`src/rtl/irq_controller.sv`:
```
// Interrupt controller feeding the CP0 interrupt_source field.
// Synchronises device lines, latches edge/level requests per source,
// picks a fixed-priority winner and runs a signal/claim/complete handshake.
module irq_controller #(
  parameter int unsigned NUM_SRC     = 8,
  parameter int unsigned SYNC_STAGES = 2
) (
  input  logic               clock,
  input  logic               reset,
  input  logic [NUM_SRC-1:0] irq_in,
  input  logic               cfg_we,
  input  logic [1:0]         cfg_addr,
  input  logic [31:0]        cfg_wdata,
  output logic [31:0]        cfg_rdata,
  output logic [7:0]         interrupt_source,
  input  logic               claim,
  output logic [2:0]         claim_id,
  output logic               claim_valid,
  input  logic               complete,
  input  logic [2:0]         complete_id
);

  typedef enum logic [1:0] {
    IDLE       = 2'd0,
    SIGNAL     = 2'd1,
    IN_SERVICE = 2'd2
  } state_t;

  localparam logic [1:0] ADDR_ENABLE  = 2'd0;
  localparam logic [1:0] ADDR_EDGE    = 2'd1;
  localparam logic [1:0] ADDR_PENDING = 2'd2;
  localparam logic [1:0] ADDR_STATUS  = 2'd3;

  state_t                                state;
  logic [2:0]                            id;
  logic [NUM_SRC-1:0]                    enable;
  logic [NUM_SRC-1:0]                    edge_mode;
  logic [NUM_SRC-1:0]                    edge_pend;
  logic [NUM_SRC-1:0]                    edge_pend_nxt;
  logic [SYNC_STAGES-1:0][NUM_SRC-1:0]   sync_q;
  logic [NUM_SRC-1:0]                    sync_s;
  logic [NUM_SRC-1:0]                    prev_s;
  logic [NUM_SRC-1:0]                    rise;
  logic [NUM_SRC-1:0]                    pending;
  logic [NUM_SRC-1:0]                    elig;
  logic [7:0]                            elig_ext;
  logic [NUM_SRC-1:0]                    clr;
  logic [7:0]                            claim_mask;
  logic [NUM_SRC-1:0]                    wdata_n;
  logic [2:0]                            winner;
  logic                                  found;
  logic                                  unused_wdata;

  assign sync_s       = sync_q[SYNC_STAGES-1];
  assign wdata_n      = cfg_wdata[NUM_SRC-1:0];
  assign unused_wdata = ^cfg_wdata;
  assign claim_id     = id;

  // Input synchroniser chain plus one-cycle history for edge detection.
  always_ff @(posedge clock or negedge reset) begin
    if (!reset) begin
      sync_q <= '0;
      prev_s <= '0;
    end else begin
      sync_q <= {sync_q[SYNC_STAGES-2:0], irq_in};
      prev_s <= sync_s;
    end
  end

  // Pending/eligible vectors and edge-pending update; a new edge beats any clear.
  always_comb begin
    rise       = sync_s & ~prev_s;
    pending    = (edge_mode & edge_pend) | (~edge_mode & sync_s);
    elig       = pending & enable;
    elig_ext   = '0;
    elig_ext[NUM_SRC-1:0] = elig;
    claim_mask = '0;
    if (state == SIGNAL && claim) begin
      claim_mask = 8'b1 << id;
    end
    clr = claim_mask[NUM_SRC-1:0];
    if (cfg_we && cfg_addr == ADDR_EDGE) begin
      clr = clr | (edge_mode & ~wdata_n);
    end
    if (cfg_we && cfg_addr == ADDR_PENDING) begin
      clr = clr | wdata_n;
    end
    edge_pend_nxt = (edge_pend & ~clr) | (rise & edge_mode);
  end

  // Fixed priority: lowest eligible index wins.
  always_comb begin
    winner = '0;
    found  = 1'b0;
    for (int unsigned i = 0; i < NUM_SRC; i++) begin
      if (elig[i] && !found) begin
        winner = 3'(i);
        found  = 1'b1;
      end
    end
  end

  // Edge-pending storage.
  always_ff @(posedge clock or negedge reset) begin
    if (!reset) begin
      edge_pend <= '0;
    end else begin
      edge_pend <= edge_pend_nxt;
    end
  end

  // Configuration registers; STATUS and PENDING are not stored here.
  always_ff @(posedge clock or negedge reset) begin
    if (!reset) begin
      enable    <= '0;
      edge_mode <= '0;
    end else if (cfg_we) begin
      if (cfg_addr == ADDR_ENABLE) begin
        enable <= wdata_n;
      end
      if (cfg_addr == ADDR_EDGE) begin
        edge_mode <= wdata_n;
      end
    end
  end

  // Handshake FSM with registered interrupt_source and claim_valid.
  always_ff @(posedge clock or negedge reset) begin
    if (!reset) begin
      state            <= IDLE;
      id               <= '0;
      interrupt_source <= '0;
      claim_valid      <= 1'b0;
    end else begin
      case (state)
        IDLE: begin
          if (|elig) begin
            id               <= winner;
            state            <= SIGNAL;
            interrupt_source <= 8'b1 << winner;
            claim_valid      <= 1'b1;
          end
        end
        SIGNAL: begin
          if (claim) begin
            state            <= IN_SERVICE;
            interrupt_source <= '0;
            claim_valid      <= 1'b0;
          end else if (!elig_ext[id]) begin
            state            <= IDLE;
            interrupt_source <= '0;
            claim_valid      <= 1'b0;
          end
        end
        IN_SERVICE: begin
          if (complete && complete_id == id) begin
            state <= IDLE;
          end
        end
        default: begin
          state            <= IDLE;
          interrupt_source <= '0;
          claim_valid      <= 1'b0;
        end
      endcase
    end
  end

  // Register read mux; unused upper bits read zero.
  always_comb begin
    cfg_rdata = '0;
    case (cfg_addr)
      ADDR_ENABLE:  cfg_rdata[NUM_SRC-1:0] = enable;
      ADDR_EDGE:    cfg_rdata[NUM_SRC-1:0] = edge_mode;
      ADDR_PENDING: cfg_rdata[NUM_SRC-1:0] = pending;
      ADDR_STATUS: begin
        cfg_rdata[7:6] = state;
        cfg_rdata[2:0] = id;
      end
      default:      cfg_rdata = '0;
    endcase
  end

endmodule

```
`config.mk`:
```
export PLATFORM = sky130hd
export DESIGN_NAME = irq_controller
export DESIGN_NICKNAME = d
export VERILOG_FILES = /design/src/rtl/irq_controller.sv
export SDC_FILE = /design/constraint.sdc
export NUM_CORES = 1
export LEC_CHECK = 0
export CAP_MARGIN = 0
export CORE_ASPECT_RATIO = 0.75
export CORE_MARGIN = 1.5
export CORE_UTILIZATION = 50
export CTS_CLUSTER_DIAMETER = 60
export CTS_CLUSTER_SIZE = 40
export DETAILED_ROUTE_END_ITERATION = 10
export GPL_TIMING_DRIVEN = 0
export PLACE_DENSITY = 0.88
export REMOVE_ABC_BUFFERS = 1
export SYNTH_ARGS = -nofsm -noshare
export SYNTH_HDL_FRONTEND = slang
export SYNTH_SLANG_ARGS = --single-unit
```
`constraint.sdc`:
```
create_clock -name clock -period 2.92 [get_ports clock]
set_clock_uncertainty 0.1 [all_clocks]
set_input_delay 0.73 -clock clock [delete_from_list [all_inputs] [get_ports clock]]
set_output_delay 0.73 -clock clock [all_outputs]
set_load 0.02 [all_outputs]
```
==> impl_metrics.json, run 1 <==
{
  "ff_latch_area_mm2": 0.00155,
  "grt_max_degree": 41,
  "clkTransAtPathRegs_ns": 0.07,
  "worstPathCellList": "mux2_4, mux4_1, dlygate4sd2_1",
  "antenna_found_initial": 0,
  "combPwrFrac": 0.374,
  "syn_avg_cell_area_um2": 11.6,
  "worstPathRequired_ns": 2.09,
  "synth-seq-cells": 62,
  "vias": 2280,
  "cts_tree": "done",
  "initialDrtViolationCount": 189,
  "status": "completed",
  "p_seq_frac": 0.399,
  "num-nets-final": 364,
  "detail-route-antenna-nets": 0,
  "leakage_nw": 1.61,
  "drv_cap": 0,
  "ys_async_sr_fraction": 1.00,
  "startpoint_type": "register",
  "max_stage_delay_ns": 0.52,
  "rsz0062_at_grt": "no",
  "dieWidth_um": 93.3,
  "post_drt_wl_per_cell_um": 17.0,
  "switching_share": 0.377,
  "final-hold-violation-count": 0,
  "dp_hpwl_um": 4850,
  "peakVddDrop_mv": 0.386,
  "die_height_um": 70.7,
  "portBuffers": 45,
  "relSlewSlack": 0.534,
  "synth-seq-area-share": 0.507,
  "grt_first_pass_wirelength_um": 11000,
  "clock_latency_ns": 0.35,
  "post-route-min-period_ns": 2.83,
  "antenna-diode-count": 0,
  "initial_core_util": 0.522,
  "ys_types": 44,
  "cts_root_buffer": "clkbuf_8",
  "fp-row-count": 24,
  "p_sw_w": 0.00121,
  "multiInputGateArea_mm2": 0.00136,
  "syn_area_mm2": 0.00306,
  "place_area_mm2": 0.00349,
  "worst_slew_pin_slew_ns": 0.696,
  "min_path_type": "in -> async",
  "grt_usage": 0.226,
  "cp.buffers_inverters": 1,
  "synth_warnings": 0,
  "gp_congestion": 0.896,
  "slew_viol_final": 0,
  "crit_arrival_ns": 2.00,
  "area_growth_pct": 20.7,
  "drcViolationCount": 0,
  "layout-drive-gt1-share": 0.194,
  "max_freq_mhz": 353,
  "nFillCells": 457,
  "critPathKind": "reg -> out",
  "yosysTopAreaCellShare": 0.507,
  "drtPass1Iterations": 5,
  "yosys_most_used_dff": "dfrtp_1",
  "intPower_w": 0.00199,
  "core_mm2": 0.00586,
  "synthCells": 264,
  "ios": 94,
  "synth_edf_count": 0,
  "crit_slowest_cell": "mux4_1",
  "cts_hold_buffers": 0,
  "clkPwrFrac": 0.226,
  "grt-ovfl-total": 0,
  "numCtsBuffers": 9,
  "drt_wl_total_um": 6740,
  "fin_crit_sh": 0.970,
  "critPathCaptureType": "primary output",
  "worst-path-max-fanout": 5,
  "setup-violations-final": 0,
  "final_cell_area_mm2": 0.00369,
  "synth.area.top_cells": "dfrtp_1 51%, mux2_2 6.3%, buf_4 5.9%, nand2_1 4.7%, mux2_4 2.9%",
  "post-route-util": 0.631,
  "powerDensity_mw_per_mm2": 866,
  "yosys.area.top_type": "dfrtp_1",
  "grt_pass1_vias": 2217,
  "htree_levels": 3,
  "setup_tns_ns": 0,
  "vias_per_cell": 5.74,
  "cp_top_family": "multiplexers",
  "dieArea_mm2": 0.00660,
  "clockBufferDepth": 2,
  "cts.sinks": 62
}
[per-layer routing]
metal | part of all wire | up-vias | global-route usage
met3 | 0.092 | 12 | 0.0903
met4 | 0.015 | 0 | 0.0808
li1 | - | 1008 | -
met1 | 0.44 | 1122 | 0.309
met5 | 0 | - | 0
met2 | 0.45 | 138 | 0.327
[cell usage after synthesis (6+ instances only)]
cell type / instances
a22oi_1: 9
and2_1: 6
buf_4: 24
dfrtp_1: 62
inv_1: 6
mux2_2: 17
mux2_4: 6
nand2_1: 38
nor2_1: 7
o21ai_0: 16
o2bb2ai_1: 9
[metrics by stage]
stage | power (W) | setup WS, ns | hold WS (ns) | instances
after global routing | 0.00338 | 0.0168 | 0.257 | 397
after CTS | 0.00320 | 0.0616 | 0.252 | 397
final | 0.00320 | 0.0864 | 0.248 | 397
after global placement | 0.00245 | -0.998 | 0.232 | 378
after detailed placement | 0.00249 | -1.02 | 0.236 | 379
after floorplan | 0.00202 | 0.650 | 0.231 | 255
[path summary, 6_finish.rpt]
path,slack (ns),to,depth (start not counted),from
worst max-delay path,0.09,cfg_rdata[2],3,edge_mode[2]
worst min-delay path,0.25,state[0],1,reset
worst max register to register,0.90,interrupt_source[5],5,claim_id[1]
worst min register to register,0.25,sync_s[0],0,sync_q[0]
max in group asynchronous,1.88,sync_s[1],2,reset
min in group clock,0.25,sync_s[0],0,sync_q[0]
[what timing repair did]
action	CTS	global route
buffers inserted	2	0
setup endpoints to repair	16	0
resized for setup	19	0
endpoints found under the hold margin	0	0
[sequential cells by signal, summed over array words and instances, names as in the netlist]
signal and flops:
edge_mode 8, edge_pend 8, enable 8, interrupt_source 8
prev_s 8, sync_q 8, sync_s 8, claim_id 3
state 2, claim_valid 1
[kinds of logic after synthesis]
| kind of cell | share of synthesized area |
|---|---|
| AND/OR/NAND/NOR | 0.100 |
| AO/OA/AOI/OAI | 0.165 |
| flip-flops | 0.507 |
| buffers and inverters | 0.0777 |
| multiplexers | 0.140 |
| XOR/XNOR | 0.00859 |
| other | 0.00123 |
[power groups by stage]
| stage | combinational (W) | sequential, W | clock [W] |
|---|---|---|---|
| after global placement | 0.00117 | 0.00127 | 0 |
| final | 0.00120 | 0.00128 | 0.000724 |
| after CTS | 0.00119 | 0.00127 | 0.000743 |
| after detailed placement | 0.00120 | 0.00129 | 0 |
| after global routing | 0.00129 | 0.00131 | 0.000780 |
| after floorplan | 0.000730 | 0.00129 | 0 |
[placed cells by master, fill, tap and decap left out, drive strengths merged, types with 2 or more instances in the layout]
master,count
a21o,4
a21oi,2
a221oi,3
a22o,4
a22oi,12
a32oi,4
and2,6
buf,5
clkbuf,9
clkdlybuf4s50,34
clkinv,4
clkinvlp,2
conb,24
dfrtp,62
dlygate4sd2,8
inv,6
mux2,23
mux2i,3
mux4,5
nand2,38
nand3,3
nor2,7
nor2b,4
nor3,4
nor3b,2
o21ai,17
o2bb2ai,9
xnor2,3
[cell type report]
cell class,count,area share
Sequential cell,62,0.420
Multi-Input combinational cell,187,0.369
Timing Repair Buffer,48,0.127
Clock buffer,9,0.0335
Tap cell,78,0.0264
Clock inverter,7,0.0176
Inverter,6,0.00610
[worst register-to-register path, cell delays in order, from the launching register on]
cell and delay [ns]:
dfrtp_1 0.66, and2_1 0.20, a221oi_1 0.09, o21a_2 0.25, o32ai_4 0.45, a22o_1 0.22
(Power assumes the default switching activity.)
==> run 2: changes to the inputs <==
--- a/config.mk
+++ b/config.mk
@@ -6,7 +6,6 @@
 export NUM_CORES = 1
 export LEC_CHECK = 0
 export CAP_MARGIN = 0
-export CORE_ASPECT_RATIO = 0.75
 export CORE_MARGIN = 1.5
 export CORE_UTILIZATION = 50
 export CTS_CLUSTER_DIAMETER = 60
==> constraint.sdc (replaced) <==
create_clock -name clock -period 3.6 [get_ports clock]
set_clock_uncertainty 0.1 [all_clocks]
set_input_delay 0.9 -clock clock [delete_from_list [all_inputs] [get_ports clock]]
set_output_delay 0.9 -clock clock [all_outputs]
set_load 0.02 [all_outputs]
==> run 2 against run 1 <==
  * Cell area rose by 1.1%
  * Critical path depth did not move
  * Clock power fell by 2%
  * Utilization barely moved
  * Sequential power fell by 20%
  * Largest cell class unchanged
  * Wire length fell by 3.9%
  * Critical endpoint unchanged
  * Die area barely moved
  * Via count fell by 2.4%
  * Flip-flop and latch count did not move
  * Setup slack got worse by 0.025 ns
  * Power fell by 15%
==> impl_metrics.json, run 2 (synthesis gave the netlist of run 1 again) <==
{
  "initial_core_util": 0.516,
  "ios": 94,
  "vias": 2225,
  "max_stage_delay_ns": 0.63,
  "grt_max_degree": 43,
  "detail-route-antenna-nets": 0,
  "worstPathCellList": "clkdlybuf4s15_2, mux4_1, clkdlybuf4s50_1",
  "peakVddDrop_mv": 0.408,
  "dp_hpwl_um": 4580,
  "powerDensity_mw_per_mm2": 729,
  "status": "completed",
  "grt-ovfl-total": 0,
  "leakage_nw": 1.61,
  "nFillCells": 469,
  "power_w": 0.00272,
  "clockBufferDepth": 2,
  "slew_viol_final": 0,
  "core_mm2": 0.00592,
  "portBuffers": 45,
  "numCtsBuffers": 9,
  "cts.sinks": 62,
  "final-hold-violation-count": 0,
  "min_path_type": "reg -> reg",
  "drt_wl_total_um": 6470,
  "dieWidth_um": 81.2,
  "crit_slowest_cell": "mux4_1",
  "dieArea_mm2": 0.00659,
  "fp-row-count": 28,
  "setup_tns_ns": 0,
  "post-route-min-period_ns": 3.54,
  "num-nets-final": 362,
  "layout-drive-gt1-share": 0.186,
  "drv_cap": 0,
  "gp_congestion": 0.896,
  "layout_commonest_cell": "dfrtp_1",
  "drcViolationCount": 0,
  "htree_levels": 3,
  "drtPass1Iterations": 5,
  "crit_arrival_ns": 2.54,
  "rsz0062_at_grt": "no",
  "grt_first_pass_wirelength_um": 10700,
  "relSlewSlack": 0.506,
  "startpoint_type": "primary input",
  "die_height_um": 81.2,
  "final_cell_mix": "62 x dfrtp_1, 42 x clkdlybuf4s50_1, 38 x nand2_1",
  "area_growth_pct": 22.1,
  "postCtsSetupBuffers": 0,
  "fin_crit_sh": 0.983,
  "worst_slew_pin_slew_ns": 0.737,
  "worstPathRequired_ns": 2.60,
  "vias_per_cell": 5.68,
  "cts_tree": "done",
  "worst-path-max-fanout": 12,
  "antenna-diode-count": 0,
  "holdWs_ns": 0.242,
  "antenna_found_initial": 0,
  "clkTransAtPathRegs_ns": 0.07,
  "clock_latency_ns": 0.34,
  "setup-violations-final": 0,
  "initialDrtViolationCount": 169,
  "post_drt_wl_per_cell_um": 16.5,
  "critPathCaptureType": "primary output",
  "max_freq_mhz": 283,
  "critPathKind": "in -> out",
  "grt_pass1_vias": 2203,
  "final_cell_area_mm2": 0.00373,
  "cts_root_buffer": "clkbuf_8",
  "place_area_mm2": 0.00349,
  "grt_usage": 0.220
}
## run 2: worst paths after layout
check,startpoint,to,slack (ns),cells after the start
hold / removal,sync_q[5],sync_s[5],0.24,0
max in group asynchronous,reset,prev_s[4],2.41,2
setup / recovery,cfg_addr[1],cfg_rdata[2],0.06,3
min in group asynchronous,reset,sync_q[0],0.40,1
setup reg to reg,edge_mode[4],interrupt_source[2],1.60,5
hold reg to reg,sync_q[5],sync_s[5],0.24,0
## run 2: power by group
group | internal [W] | total, W | leakage (nW) | switching [W]
Combinational | 0.000470 | 0.000979 | 0.746 | 0.000509
Sequential | 0.000848 | 0.00103 | 0.741 | 0.000184
Clock | 0.000446 | 0.000712 | 0.120 | 0.000266
## run 2: repair_timing
action / in CTS / in global routing
gates resized for setup: 8 / 0
hold buffers: 0 / 0
setup endpoints to repair: 8 / 0
## run 2: final cells by class
class,count,area (um^2),share of cell area
well taps,75,93.8,0.0251
multi-input cells,187,1360,0.365
inverters,6,22.5,0.00603
repair buffers,46,468,0.125
clock buffers,13,169,0.0453
clock inverters,3,65.1,0.0174
flip-flops and latches,62,1550,0.416
## run 2: stage by stage
step | worst slack [ns] | instances | util
detailed placement | -0.671 | 376 | 0.589
finish | 0.0615 | 392 | 0.630
global placement | -0.652 | 375 | 0.587
CTS | 0.0604 | 392 | 0.630
global route | 0.0257 | 392 | 0.630
floorplan | 0.990 | 255 | -
## run 2: metal layers
layer,GRT usage,share of wire,up-vias
li1,-,-,1006
met1,0.285,0.42,1086
met2,0.346,0.49,120
met3,0.0449,0.072,13
met4,0.117,0.019,0
met5,0,0,-
## run 2: critical path: cells and delay by family
family	cells	cell delay, ns
muxes	1	0.63
buffers and inverters	2	1.00
